$ cat src/rtl/sram_write_arbiter.sv
// Round-robin arbiter sharing the SRAM controller program-write port among NUM_REQ pixel producers.
// Optional macro SRAM_ARB_TRANSPARENCY_EN: transparent-colour pixels are consumed immediately and never written.
module sram_write_arbiter #(
  parameter int          NUM_REQ           = 4,
  parameter logic [15:0] TRANSPARENT_COLOR = 16'hF81F,
  localparam int         GW                = $clog2(NUM_REQ)
) (
  input  logic                  sram_clk,
  input  logic                  reset_n,
  input  logic                  frame_clk,
  input  logic                  write_slot,
  input  logic [NUM_REQ-1:0]    req_valid,
  output logic [NUM_REQ-1:0]    req_ready,
  input  logic [10*NUM_REQ-1:0] req_x,
  input  logic [10*NUM_REQ-1:0] req_y,
  input  logic [16*NUM_REQ-1:0] req_data,
  output logic [9:0]            program_x,
  output logic [9:0]            program_y,
  output logic [15:0]           program_data,
  output logic [GW-1:0]         grant_id,
  output logic                  frame_start,
  output logic [19:0]           last_frame_writes
);

`ifdef SRAM_ARB_TRANSPARENCY_EN
  localparam bit TRANSP_EN = 1'b1;
`else
  localparam bit TRANSP_EN = 1'b0;
`endif

  function automatic logic [19:0] sat_inc(input logic [19:0] v);
    return (v == 20'hFFFFF) ? v : v + 20'd1;
  endfunction

  logic [9:0]         program_x_q, program_x_d;
  logic [9:0]         program_y_q, program_y_d;
  logic [15:0]        program_data_q, program_data_d;
  logic [GW-1:0]      grant_id_q, grant_id_d;
  logic [GW-1:0]      rr_ptr_q, rr_ptr_d;
  logic               f1_q, f1_d, f2_q, f2_d;
  logic               frame_start_q, frame_start_d;
  logic [19:0]        write_count_q, write_count_d;
  logic [19:0]        last_frame_writes_q, last_frame_writes_d;

  logic [NUM_REQ-1:0] transp, eligible, grant_oh;
  logic [GW-1:0]      idx, winner;
  logic               found, xfer;
  logic [9:0]         sel_x, sel_y;
  logic [15:0]        sel_data;
  logic [19:0]        cnt_inc;

  always_comb begin
    transp   = '0;
    eligible = '0;
    for (int i = 0; i < NUM_REQ; i++) begin
      transp[i]   = TRANSP_EN && req_valid[i] && (req_data[i*16 +: 16] == TRANSPARENT_COLOR);
      eligible[i] = req_valid[i] && !transp[i];
    end
  end

  // First eligible requester at or after rr_ptr, wrapping modulo NUM_REQ.
  always_comb begin
    found  = 1'b0;
    winner = '0;
    idx    = '0;
    for (int k = 0; k < NUM_REQ; k++) begin
      idx = GW'((int'(rr_ptr_q) + k) % NUM_REQ);
      if (!found && eligible[idx]) begin
        found  = 1'b1;
        winner = idx;
      end
    end
  end

  always_comb begin
    sel_x    = '0;
    sel_y    = '0;
    sel_data = '0;
    grant_oh = '0;
    for (int i = 0; i < NUM_REQ; i++) begin
      if (winner == GW'(i)) begin
        sel_x    = req_x[i*10 +: 10];
        sel_y    = req_y[i*10 +: 10];
        sel_data = req_data[i*16 +: 16];
        grant_oh[i] = write_slot && found;
      end
    end
  end

  assign xfer      = write_slot && found;
  assign req_ready = reset_n ? (grant_oh | transp) : '0;

  always_comb begin
    program_x_d         = program_x_q;
    program_y_d         = program_y_q;
    program_data_d      = program_data_q;
    grant_id_d          = grant_id_q;
    rr_ptr_d            = rr_ptr_q;
    f1_d                = frame_clk;
    f2_d                = f1_q;
    frame_start_d       = f1_q && !f2_q;
    last_frame_writes_d = last_frame_writes_q;
    if (xfer) begin
      program_x_d    = sel_x;
      program_y_d    = sel_y;
      program_data_d = sel_data;
      grant_id_d     = winner;
      rr_ptr_d       = (winner == GW'(NUM_REQ-1)) ? '0 : winner + GW'(1);
    end
    cnt_inc = xfer ? sat_inc(write_count_q) : write_count_q;
    // A transfer landing in the frame_start cycle belongs to the frame just closed.
    if (frame_start_q) begin
      last_frame_writes_d = cnt_inc;
      write_count_d       = '0;
    end else begin
      write_count_d = cnt_inc;
    end
  end

  always_ff @(posedge sram_clk or negedge reset_n) begin
    if (!reset_n) begin
      program_x_q         <= '0;
      program_y_q         <= '0;
      program_data_q      <= '0;
      grant_id_q          <= '0;
      rr_ptr_q            <= '0;
      f1_q                <= 1'b0;
      f2_q                <= 1'b0;
      frame_start_q       <= 1'b0;
      write_count_q       <= '0;
      last_frame_writes_q <= '0;
    end else begin
      program_x_q         <= program_x_d;
      program_y_q         <= program_y_d;
      program_data_q      <= program_data_d;
      grant_id_q          <= grant_id_d;
      rr_ptr_q            <= rr_ptr_d;
      f1_q                <= f1_d;
      f2_q                <= f2_d;
      frame_start_q       <= frame_start_d;
      write_count_q       <= write_count_d;
      last_frame_writes_q <= last_frame_writes_d;
    end
  end

  assign program_x         = program_x_q;
  assign program_y         = program_y_q;
  assign program_data      = program_data_q;
  assign grant_id          = grant_id_q;
  assign frame_start       = frame_start_q;
  assign last_frame_writes = last_frame_writes_q;

endmodule

$ cat config.mk
export PLATFORM = sky130hd
export DESIGN_NAME = sram_write_arbiter
export DESIGN_NICKNAME = d
export VERILOG_FILES = /design/src/rtl/sram_write_arbiter.sv
export SDC_FILE = /design/constraint.sdc
export NUM_CORES = 1
export LEC_CHECK = 0
export ABC_AREA = 1
export BUFFER_PORTS_ARGS = -buffer_cell sky130_fd_sc_hd__buf_2
export CAP_MARGIN = 40
export CORE_AREA = 2 2 116 118
export CTS_CLUSTER_DIAMETER = 100
export DETAILED_ROUTE_END_ITERATION = 7
export DIE_AREA = 0 0 118 120
export PLACE_DENSITY = 0.78
export RECOVER_POWER = 25
export REMOVE_ABC_BUFFERS = 1
export SLEW_MARGIN = 20
export SYNTH_ARGS = -nofsm -noshare
export SYNTH_HDL_FRONTEND = slang
export SYNTH_SLANG_ARGS = --single-unit
export TNS_END_PERCENT = 20
$ cat constraint.sdc
create_clock -name sram_clk -period 8 [get_ports sram_clk]
set_input_delay 1.6 -clock sram_clk [delete_from_list [all_inputs] [get_ports sram_clk]]
set_output_delay 1.6 -clock sram_clk [all_outputs]
set_load 0.1 [all_outputs]
== After elaboration in Yosys (flattened, before gate mapping) ==
Cells that the tools add are included.

* Add/sub/neg operators: 5
* $lt $le $gt $ge: 4
* Eq/ne operators: 4
* Multiplexer cells: 37
* Reductions and logical operators: 10

{| class="wikitable"
|+ Operators with widths
! operator !! count
|-
| two-way mux 10 bit || 8
|-
| two-way mux 16 bit || 4
|-
| two-way mux 20 bit || 3
|-
| adder 20 x 1 -> 20 bit (second input constant) || 1
|-
| equality test 20 bit (second input constant) || 1
|-
| < comparator 2 x 3 -> 1 bit (second input constant) || 4
|-
| two-way mux 1 bit || 12
|-
| two-way mux 2 bit || 5
|-
| binary-select mux 1 bit (select 2 bit) || 4
|-
| logical AND 1 bit || 5
|-
| adder 2 x 1 -> 2 bit (second input constant) || 2
|-
| adder 2 bit (second input constant) || 2
|-
| equality test 2 bit (second input constant) || 2
|-
| logical NOT 1 bit || 4
|-
| two-way mux 4 bit || 1
|-
| equality test 2 x 1 -> 1 bit (second input constant) || 1
|-
| logical NOT 2 bit || 1
|}

* Flip-flop bits (word level): 83
* Output and inout bits: 63

== Longest topological paths before layout ==
Gate-level depths: netlist of the first run.

* Depth in word-level cells: 17
* Gate-level depth with buffers: 19

== Worst setup path before layout of the first run ==
OpenSTA, ideal clock, no wires.

* Kind: input to output
* From: input port req_valid[2]
* To: output port req_ready[3]
* Arrival time: 4,792 ps
* Required time: 6,400 ps
* Path slack: 1,608 ps
* Stages: 12
* Buffers on the path: 0
* Cells stage by stage: inv_1 -> nand2_1 -> nand3_1 -> nand2_1 -> nor2_4 -> nand2_1 -> nand3_1 -> nand3_1 -> inv_1 -> ha_1 -> inv_1 -> nor3_1

* Word-level cells in the longest chain between the ends: 15
* Elaborated cells between the ends (all ways): 26
* Classes of those cells: eq/ne (1); mux (18); reduce/logical (7)

{| class="wikitable"
|+ Ends and longest elaborated chain
! what !! RTL line !! RTL
|-
| start, declared || 12 || <nowiki>input logic [NUM_REQ-1:0] req_valid,</nowiki>
|-
| binary-select mux 1 bit (select 2 bit) || 68 || <nowiki>if (!found && eligible[idx]) begin</nowiki>
|-
| two-way mux 1 bit (implied by the code) || 68 ||
|-
| two-way mux 1 bit || 68 ||
|-
| logical NOT 1 bit || 68 ||
|-
| logical AND 1 bit || 68 ||
|-
| two-way mux 1 bit || 68 ||
|-
| logical NOT 1 bit || 68 ||
|-
| logical AND 1 bit || 68 ||
|-
| two-way mux 1 bit || 68 ||
|-
| logical NOT 1 bit || 68 ||
|-
| logical AND 1 bit || 68 ||
|-
| two-way mux 2 bit * || 68 ||
|-
| net winner[0] || 46 || <nowiki>logic [GW-1:0] idx, winner;</nowiki>
|-
| equality test 2 bit * || 81 || <nowiki>if (winner == GW'(i)) begin</nowiki>
|-
| two-way mux 1 bit * || 81 ||
|-
| two-way mux 4 bit * || 91 || <nowiki>assign req_ready = reset_n ? (grant_oh | transp) : '0;</nowiki>
|-
| end, declared || 13 || <nowiki>output logic [NUM_REQ-1:0] req_ready,</nowiki>
|}

The timed path passes the listed nets; every way through them passes the cells marked *. The select of a mux whose other input is x is not followed.

== Worst setup path after layout of the first run ==
* From: input port req_valid[3]
* To: output port req_ready[2]

* Word-level cells in the longest chain between the ends: 15
* Elaborated cells between the ends (all ways): 26
* Classes of those cells: eq/ne (1); mux (18); reduce/logical (7)

{| class="wikitable"
|+ Ends and longest elaborated chain
! what !! RTL line
|-
| binary-select mux 1 bit (select 2 bit) || 68
|-
| two-way mux 1 bit (implied by the code) || 68
|-
| two-way mux 1 bit || 68
|-
| logical NOT 1 bit || 68
|-
| logical AND 1 bit || 68
|-
| two-way mux 1 bit || 68
|-
| logical NOT 1 bit || 68
|-
| logical AND 1 bit || 68
|-
| two-way mux 1 bit || 68
|-
| logical NOT 1 bit || 68
|-
| logical AND 1 bit || 68
|-
| two-way mux 2 bit / two-way mux 1 bit (equally long branches) || 68
|-
| equality test 2 bit / logical AND 1 bit (equally long branches) || 81, 85
|-
| two-way mux 1 bit * || 81
|-
| two-way mux 4 bit * || 91
|}

Mark *: on every way between the ends. The rest lies on a longest branch, timed or not. The select of a mux whose other input is x is not followed.

==> results of run 1 <==
[worst max-delay path: cells and delay by family]
family                   cells  cell delay (ps)
AND/OR/NAND/NOR              5              730
AO/OA/AOI/OAI                2              380
buffers and inverters        3             1010
adder cells (fa/ha/maj)      1              190
[state kept, by name, indices dropped and copies added, names as in the netlist]
register,flops
f1_q,1
f2_q,1
frame_start,1
grant_id,2
last_frame_writes,20
program_data,16
program_x,10
program_y,10
rr_ptr_q,2
write_count_q,20
[power groups by stage]
stage                     Sequential [mW]  Combinational [mW]  Clock (mW)
after floorplan                      1.22               0.936           0
after global placement              0.606                1.96           0
after detailed placement            0.604                2.00           0
after CTS                           0.603                1.99       0.457
after global routing                0.617                2.19       0.476
final                               0.604                1.99       0.447
[layout by cell type (no fill, tap or decap), types with 2 or more instances in the layout]
cell	instances
nand3_1	70
o21ai_2	6
dfrtp_1	83
nand2_1	325
bufinv_16	2
nor3_1	6
ha_1	4
diode_2	2
nor2_1	31
clkinvlp_4	2
inv_2	8
buf_4	4
nor2_2	3
o21ai_0	44
nand3b_1	3
inv_1	27
buf_2	213
a22oi_1	36
nand2_2	2
xnor2_1	2
nand4_1	6
clkbuf_1	3
o21ai_1	2
clkbuf_16	9
xor2_1	4
a21oi_1	15
nor2_4	3
[final cells by class]
cell class | count | area (sq um) | share of cell area (%)
diodes | 2 | 5.00 | 0.0768
multi-input cells | 567 | 2640 | 40.5
inverters | 36 | 138 | 2.11
flip-flops and latches | 83 | 2080 | 31.9
repair buffers | 220 | 1120 | 17.2
well taps | 176 | 220 | 3.38
clock inverters | 6 | 88.8 | 1.36
clock buffers | 10 | 229 | 3.51
[kinds of logic after synthesis]
family | Yosys count
AND/OR/NAND/NOR | 452
AO/OA/AOI/OAI | 104
XOR/XNOR | 6
buffers and inverters | 76
adder cells (fa/ha/maj) | 5
flip-flops | 83
[worst paths after layout]
path | endpoint | depth (start not counted)
worst max-delay path | req_ready[2] | 11
worst min-delay path | f2_q | 0
worst max register to register | program_y[4] | 17
worst min register to register | f2_q | 0
max in group asynchronous | program_data[2] | 2
min in group asynchronous | program_data[9] | 1
[metal layers]
metal | wire (um) | share of wire (%) | GRT usage (%) | up-vias
li1 | - | - | - | 2747
met1 | 5970 | 41 | 25.9 | 2443
met2 | 7260 | 50 | 36.6 | 185
met3 | 913 | 6.3 | 4.61 | 33
met4 | 449 | 3.1 | 8.58 | 0
met5 | 0 | 0 | 0 | -
==> out/metrics.csv, run 1 <==
stage,metric,value,unit
route,drt-initial-drc-count,323,
layout,area_growth_syn_to_layout,29.3,%
placed_design,pre_cts_ws,2470,ps
global_route,grt_max_degree,74,
route,ant_nets,0,
layout,final_cells,1100,
route,num_vias,5408,
synthesis,synth-main-ff-cell,dfrtp_1,
critical_path,crit_path_end_kind,output pin,
die,die_w,118,um
synthesis,synth_seq_cells,83,
sta,setup_tns,0,ps
sta,fin_crit_sh,69.3,%
critical_path,cp.required,6400,ps
synthesis,synth_most_common_cell,nand2_1,
synthesis,synth_fa_ha_area_share,1.24,%
pwr,vdd_ir_drop_max,0.000275,V
placed_design,gp_congestion,0.881,
critical_path,rrSetupSlack,4820,ps
synthesis,yosysSeqAreaShare,41.2,%
die,rows,42,
synthesis,synthArstFlopShare,100,%
die,io_pins,215,
synthesis,synth_compound_area_share,12.6,%
critical_path,critPathLaunch,req_valid[3],
clock_tree,post_cts_buffers,0,
sta,worstMarginPinSlew,3110,ps
pwr,p_clk_share,14.7,%
synthesis,synth_top_family_by_area,simple AND/OR/NAND/NOR gates,
clock_tree,ctsHoldBuffers,0,
sta,setup_viol,0,
layout,layout-drive-gt1-share,28.2,%
pwr,sequentialPowerShare,19.9,%
flow_run,drv_cap,2,
critical_path,worst_ep_arrival_time,3950,ps
route,vias_per_cell,4.92,
global_route,antenna_found_initial,2,
layout,fin_area,0.00652,sq mm
clock_tree,cts_root_buf,clkbuf_16,
synthesis,synth_edf_count,0,
pwr,combPwrFrac,65.4,%
critical_path,cp_max_fo,73,
pwr,finalPower,3.04,mW
global_route,grt_use_total,21.2,%
placed_design,portBuffers,214,
hold_path,hold_path_startpoint,f1_q,
critical_path,path_cells,"buf_2, nand2_1, o21ai_1, o21ai_1, nand3_4, nand3_1, ha_2, buf_4, nand2_1, nor2_1, buf_2",
synthesis,synthTopCellsByCount,"nand2_1, dfrtp_1, nand3_1",
synthesis,synthMuxAreaShare,0,%
outcome,failed_checks,"max-capacitance violations, max-slew violations",
placed_design,postPlaceCellArea,0.00618,sq mm
global_route,grt_pass1_vias,5118,
synthesis,syn-mean-instance-area,6.95,sq um
synthesis,ys_types,30,
sta,fin_skew,5.01,ps
pwr,switching_power,1.75,mW
pwr,leakagePower,3.45,nW
die,core,0.0130,sq mm
clock_tree,cts_buffers,9,
synthesis,synth_largest_area_cell,dfrtp_1,
placed_design,dp_cells,1081,
outcome,status,"complete, but fails checks",
pwr,switching_share,57.7,%
route,drtPass1Iterations,4,
clock_tree,clk_pin_slew,60,ps
global_route,overflow,0,
hold_path,min_path_type,flip-flop to flip-flop,
layout,nNetsFinal,1074,
die,die_h,120,um
global_route,grt_pass1_wl,24.7,mm
sta,fin_ws,2450,ps
sta,rsz0062_at_grt,false,
clock_tree,cts_tree,yes,
clock_tree,clk_path_buf_depth,2,
synthesis,yosys.area_share.simple,37.3,%
sta,fmax,180,MHz
sta,slew_headroom,-107,%
route,drc,0,
route,finalWirelength,14.6,mm
critical_path,startpoint_type,input pin,
layout,fillerInstances,1338,
layout,final_util,50.2,%
synthesis,synthTopCellsByArea,"dfrtp_1, nand2_1, nand3_1, a22oi_1, o21ai_0",
sta,hold_violations,0,
critical_path,critPathMaxStageDelay,460,ps
clock_tree,cts.repair.resized,0,
sta,post-route-min-period,5550,ps
synthesis,synthCells,726,
synthesis,synthXorXnorAreaFrac,1.04,%
die,initial_utilization,38.9,%
synthesis,ys_warn_count,0,
synthesis,synth_top_area_share,41.2,%
placed_design,dp_hpwl,10.8,mm
critical_path,slowest_stage,buf_4,
sta,whs,375,ps
sta,drv_slew,89,
route,post_drt_wl_per_cell,13.3,um
clock_tree,worstSkewPairLatency,330,ps
clock_tree,cts_sinks,83,
pwr,internal_power,1.28,mW
pwr,power_density,466,mW/mm^2
synthesis,syn_area,0.00504,sq mm
critical_path,r2r_start,rr_ptr_q[0],
clock_tree,htree_levels,3,
die,die_area,0.0142,sq mm
critical_path,crit_type,input pin to output pin,
No activity file was read; power rests on OpenSTA's default activity.
==> run 2: changes to the inputs <==
Settings changed: PLACE_DENSITY 0.78 to 0.8.
Clock period 8 ns to 5.1 ns, I/O delays scaled along.
==> run 2 against run 1 <==
Effect of this change: the run now ends clean; clock skew is 1.7 ps higher; worst setup slack lost 1500 ps; count of clock-buffer cells in the layout fell by 1; largest power group unchanged; critical path depth up 3; clock power is 50% higher; register-to-register slack got worse by 2900 ps; die area is the same; first-iteration DRC count fell by 13%; utilization is 0.11 points lower; sequential power increased by 58%.
==> out/metrics.csv, run 2 (same netlist as run 1, synthesis figures left out) <==
stage,metric,value,unit,change
outcome,status,"complete, no violations",,
placed_design,dp_cells,1081,,unchanged
critical_path,r2r_start,rr_ptr_q[0],,
global_route,grt_max_degree,73,,-1.4%
clock_tree,worstSkewPairLatency,340,ps,about the same
route,drc,0,,unchanged
sta,fin_ws,965,ps,-1490 ps
placed_design,gp_congestion,0.932,,+5.8%
route,vias_per_cell,4.89,,-0.54%
route,drt-initial-drc-count,282,,-13%
global_route,grt_pass1_vias,5234,,+2.3%
global_route,overflow,0,,unchanged
global_route,grt_pass1_wl,24.1,mm,-2.5%
clock_tree,ctsHoldBuffers,0,,unchanged
sta,slew_headroom,3.32,%,+110 points
placed_design,portBuffers,214,,unchanged
sta,worstMarginPinSlew,1450,ps,-1660 ps
clock_tree,cts.repair.resized,0,,unchanged
critical_path,startpoint_type,input pin,,
pwr,vdd_ir_drop_max,0.000579,V,+110%
die,initial_utilization,38.9,%,unchanged
route,drtPass1Iterations,4,,unchanged
route,finalWirelength,14.2,mm,-2.8%
die,die_w,118,um,unchanged
clock_tree,cts_sinks,83,,unchanged
pwr,leakagePower,3.45,nW,about the same
sta,drv_slew,0,,-100%
die,core,0.0130,sq mm,unchanged
layout,antennaDiodeCount,0,,-2
critical_path,cp.required,4080,ps,-2320 ps
layout,nNetsFinal,1074,,unchanged
die,io_pins,215,,unchanged
sta,hold_violations,0,,unchanged
clock_tree,post_cts_buffers,0,,unchanged
placed_design,pre_cts_ws,969,ps,-1500 ps
hold_path,min_path_type,flip-flop to flip-flop,,
sta,setup_viol,0,,unchanged
flow_run,drv_cap,0,,-2
sta,fmax,242,MHz,
clock_tree,cts_root_buf,clkbuf_16,,
layout,area_growth_syn_to_layout,29.0,%,
die,die_h,120,um,unchanged
layout,final_cells,1098,,-0.18%
global_route,antenna_found_initial,0,,-2
die,die_area,0.0142,sq mm,unchanged
critical_path,crit_type,input pin to output pin,,
die,rows,42,,unchanged
clock_tree,clk_pin_slew,60,ps,about the same
route,ant_nets,0,,unchanged
pwr,power_density,723,mW/mm^2,+55%
sta,fin_skew,6.74,ps,+1.74 ps
sta,rsz0062_at_grt,false,,
critical_path,critPathLaunch,req_valid[3],,
layout,layout_common_cells,"nand2_1, buf_2, dfrtp_1",,
clock_tree,cts_tree,yes,,
sta,post-route-min-period,4140,ps,
layout,final_util,50.1,%,-0.11 points
route,post_drt_wl_per_cell,12.9,um,-2.7%
route,num_vias,5369,,-0.72%
critical_path,cp_max_fo,4,,-95%
clock_tree,clk_path_buf_depth,2,,unchanged
global_route,grt_use_total,20.7,%,-0.54 points
placed_design,dp_hpwl,10.7,mm,-0.95%
layout,layout-drive-gt1-share,28.4,%,+0.22 points
layout,fillerInstances,1341,,+0.22%
sta,fin_crit_sh,81.1,%,
critical_path,crit_path_end_kind,output pin,,
hold_path,hold_path_startpoint,f1_q,,
sta,setup_tns,0,ps,unchanged
critical_path,worst_ep_arrival_time,3120,ps,-830 ps
layout,layout_commonest_cell,nand2_1,,
clock_tree,htree_levels,3,,unchanged
clock_tree,cts_buffers,9,,unchanged
## run 2: final cells by class
class                      instances  area (sq um)  share of cell area, %
clock buffer                       9           225                   3.46
sequential                        83          2080                   31.9
tap                              176           220                   3.38
clock inverter                     7          82.6                   1.27
inverter                          36           138                   2.12
timing repair buffer             220          1120                   17.3
multi-input combinational        567          2640                   40.6
## run 2: critical path: stages
cell	delay [ps]
buf_2	110
inv_1	50
nand2_1	40
nand3_1	140
nand2_1	110
nor2_4	170
nand2_1	90
nand3_1	100
nand3_1	150
inv_1	110
ha_1	210
inv_1	110
nor3_1	230
buf_2	470
## run 2: worst paths after layout
path	slack (ps)	to	cells after the start
worst max-delay path	960	req_ready[3]	14
worst min-delay path	380	f2_q	0
worst max register to register	1920	program_data[4]	17
worst min register to register	380	f2_q	0
max in group asynchronous	1970	write_count_q[4]	2
min in group asynchronous	1010	program_x[8]	1
## run 2: per-stage QoR
stage	total power [mW]	instance area, sq um	hold WS, ps
2_1_floorplan	3.38	4850	354
4_1_cts	4.74	6490	382
5_1_grt	5.13	6510	388
6_report	4.71	6510	378
3_3_place_gp	4.01	6180	358
3_5_place_dp	4.08	6180	367
## run 2: layer usage
layer	routed length [um]	track usage [%]	vias up	part of all wire, %
met1	5600	23.0	2436	39
li1	-	-	2745	-
met4	238	5.05	0	1.7
met3	865	5.28	24	6.1
met5	0	0	-	0
met2	7480	39.4	164	53
## run 2: power by group
part	switching (mW)	total, mW	internal, mW
Clock	0.283	0.671	0.388
Sequential	0.119	0.952	0.833
Combinational	2.33	3.08	0.750
Total	2.73	4.71	1.97
==> run 3: changes to the inputs <==
Settings changed: PLACE_DENSITY 0.8 to 0.78.
Clock period 5.1 ns to 4 ns, I/O delays scaled along.
==> run 3 against run 2 <==
Effect of this change: clock skew up 1.3 ps; routed wire length up 4.0%; via count up 0.99%; worst setup slack worse by 650 ps; sequential cell count unchanged; clock power up 33%; cell count up 0.27%; critical path depth unchanged; utilization up 0.49 points; combinational power up 30%; critical endpoint unchanged.
==> out/metrics.csv, run 3 (same netlist as run 1, synthesis figures left out) <==
stage,metric,value,unit,change
placed_design,postPlaceCellArea,0.00624,sq mm,+0.85%
route,ant_nets,0,,unchanged
die,core,0.0130,sq mm,unchanged
route,post_drt_wl_per_cell,13.4,um,+3.7%
sta,rsz0062_at_grt,false,,
sta,slew_headroom,6.73,%,+3.4 points
die,io_pins,215,,unchanged
placed_design,gp_congestion,0.886,,-4.9%
critical_path,startpoint_type,flip-flop,,
die,initial_utilization,38.9,%,unchanged
placed_design,portBuffers,214,,unchanged
pwr,switching_power,3.47,mW,+27%
clock_tree,cts_tree,yes,,
die,rows,42,,unchanged
layout,layout-drive-gt1-share,28.5,%,+0.12 points
critical_path,cp.required,3200,ps,-880 ps
critical_path,reg2reg_to,program_y[7],,
route,num_vias,5422,,+0.99%
clock_tree,clk_path_buf_depth,2,,unchanged
route,drt-initial-drc-count,255,,-9.6%
clock_tree,worstSkewPairLatency,330,ps,about the same
pwr,switching_share,56.7,%,-1.4 points
sta,hold_violations,0,,unchanged
critical_path,rrSetupSlack,920,ps,-1000 ps
global_route,grt_pass1_vias,5110,,-2.4%
critical_path,crit_buf_inv,4,,-1
critical_path,crit_top_cell,nand2_1,,
pwr,p_clk_share,14.6,%,+0.4 points
layout,final_util,50.6,%,+0.49 points
critical_path,critPathMaxStageDelay,570,ps,+100 ps
layout,area_growth_syn_to_layout,30.3,%,
clock_tree,cts_sinks,83,,unchanged
global_route,grt_pass1_wl,24.4,mm,+1.4%
placed_design,dp_hpwl,11.1,mm,+3.9%
critical_path,path_cells,"inv_4, nand2_1, nand2_1, nand2_1, nand2_2, nor2_4, nand2_1, nand3_1, nand3_1, inv_1, ha_1, inv_1, nor3_1, buf_2",,
global_route,overflow,0,,unchanged
global_route,antenna_found_initial,0,,unchanged
hold_path,hold_path_startpoint,f1_q,,
pwr,finalPower,6.11,mW,+30%
die,die_area,0.0142,sq mm,unchanged
die,die_h,120,um,unchanged
pwr,combPwrFrac,65.5,%,about the same
clock_tree,clk_pin_slew,60,ps,about the same
layout,layout_common_cells,"nand2_1, buf_2, dfrtp_1",,
clock_tree,cts_root_buf,clkbuf_16,,
route,drc,0,,unchanged
pwr,sequentialPowerShare,19.9,%,-0.3 points
die,die_w,118,um,unchanged
clock_tree,ctsHoldBuffers,0,,unchanged
sta,fin_skew,8.07,ps,+1.33 ps
pwr,leakagePower,3.49,nW,+1.1%
hold_path,hold_depth,0,,unchanged
layout,fillerInstances,1352,,+0.82%
critical_path,path_depth,14,,unchanged
critical_path,cp_max_fo,10,,+6
hold_path,min_path_type,flip-flop to flip-flop,,
hold_path,hold_end,f2_q,,
sta,post-route-min-period,3680,ps,
route,finalWirelength,14.8,mm,+4.0%
critical_path,crit_path_end_kind,output pin,,
sta,setup_viol,0,,unchanged
critical_path,worst_ep_arrival_time,2880,ps,-240 ps
clock_tree,cts_buffers,9,,unchanged
sta,fmax,271,MHz,
route,drtPass1Iterations,5,,+1
clock_tree,post_cts_buffers,0,,unchanged
sta,worstMarginPinSlew,1400,ps,-51.2 ps
route,vias_per_cell,4.92,,+0.71%
critical_path,crit_type,flip-flop to output pin,,
layout,nNetsFinal,1079,,+0.47%
global_route,grt_use_total,21.2,%,+0.45 points
sta,setup_tns,0,ps,unchanged
pwr,vdd_ir_drop_max,0.000717,V,+24%
global_route,grt_max_degree,73,,unchanged
layout,layout_commonest_cell,nand2_1,,
layout,multiInputGateArea,0.00264,sq mm,unchanged
pwr,internal_power,2.65,mW,+34%
sta,fin_crit_sh,92.1,%,
pwr,power_density,931,mW/mm^2,+29%
clock_tree,cts.repair.resized,0,,unchanged
critical_path,ff2ff_path_depth,16,,-1
flow_run,drv_cap,0,,unchanged
outcome,status,"complete, no violations",,
layout,fin_area,0.00657,sq mm,+0.98%
clock_tree,htree_levels,3,,unchanged
layout,antennaDiodeCount,0,,unchanged
critical_path,slowest_stage,dfrtp_1,,
sta,drv_slew,0,,unchanged
critical_path,r2r_start,rr_ptr_q[0],,
layout,seqCellArea,0.00208,sq mm,unchanged
critical_path,critPathTopFamily,simple AND/OR/NAND/NOR gates,,
[run 3: per-layer routing]
| metal | vias up | GRT usage, % | routed length (um) |
|---|---|---|---|
| met5 | - | 0 | 0 |
| met4 | 0 | 4.29 | 144 |
| met3 | 15 | 5.51 | 1050 |
| met2 | 178 | 38.7 | 7600 |
| met1 | 2477 | 25.0 | 5950 |
| li1 | 2752 | - | - |
[run 3: how the worst max path moves through the flow]
| stage | startpoint | endpoint | slack [ps] |
|---|---|---|---|
| 2_1_floorplan | req_valid[2] | req_ready[2] | -920 |
| 3_3_place_gp | req_valid[3] | req_ready[3] | 390 |
| 3_5_place_dp | req_valid[3] | req_ready[3] | 350 |
| 4_1_cts | rr_ptr_q[0] | req_ready[3] | 290 |
| 5_1_grt | rr_ptr_q[0] | req_ready[3] | 50 |
| 6_report | rr_ptr_q[0] | req_ready[3] | 320 |
[run 3: layout make-up]
cell class              instances  area share (%)
repair buffers                225            18.0
multi-input cells             567            40.2
inverters                      36            2.09
clock buffers                  12            3.90
flip-flops and latches         83            31.6
well taps                     176            3.35
clock inverters                 2           0.914
[run 3: through the flow]
step | worst slack (ps) | hold slack, ps | instances
2_1_floorplan | -917 | 354 | 686
5_1_grt | 47.4 | 377 | 1101
3_5_place_dp | 346 | 362 | 1086
6_report | 316 | 372 | 1101
4_1_cts | 292 | 375 | 1100
3_3_place_gp | 386 | 360 | 1086
[run 3: worst register-to-register path, delay by kind of cell (launching register included)]
kind                     cells  cell delay, ps
AO/OA/AOI/OAI                3             550
buffers and inverters        4             810
flip-flops                   1             510
AND/OR/NAND/NOR              8             940
adder cells (fa/ha/maj)      1             220
[run 3: power groups by stage]
stage | registers, mW | clock network [mW] | logic (mW)
6_report | 1.22 | 0.891 | 4.01
3_5_place_dp | 1.22 | 0 | 4.04
5_1_grt | 1.24 | 0.942 | 4.44
2_1_floorplan | 2.44 | 0 | 1.87
4_1_cts | 1.22 | 0.909 | 4.02
3_3_place_gp | 1.22 | 0 | 3.99
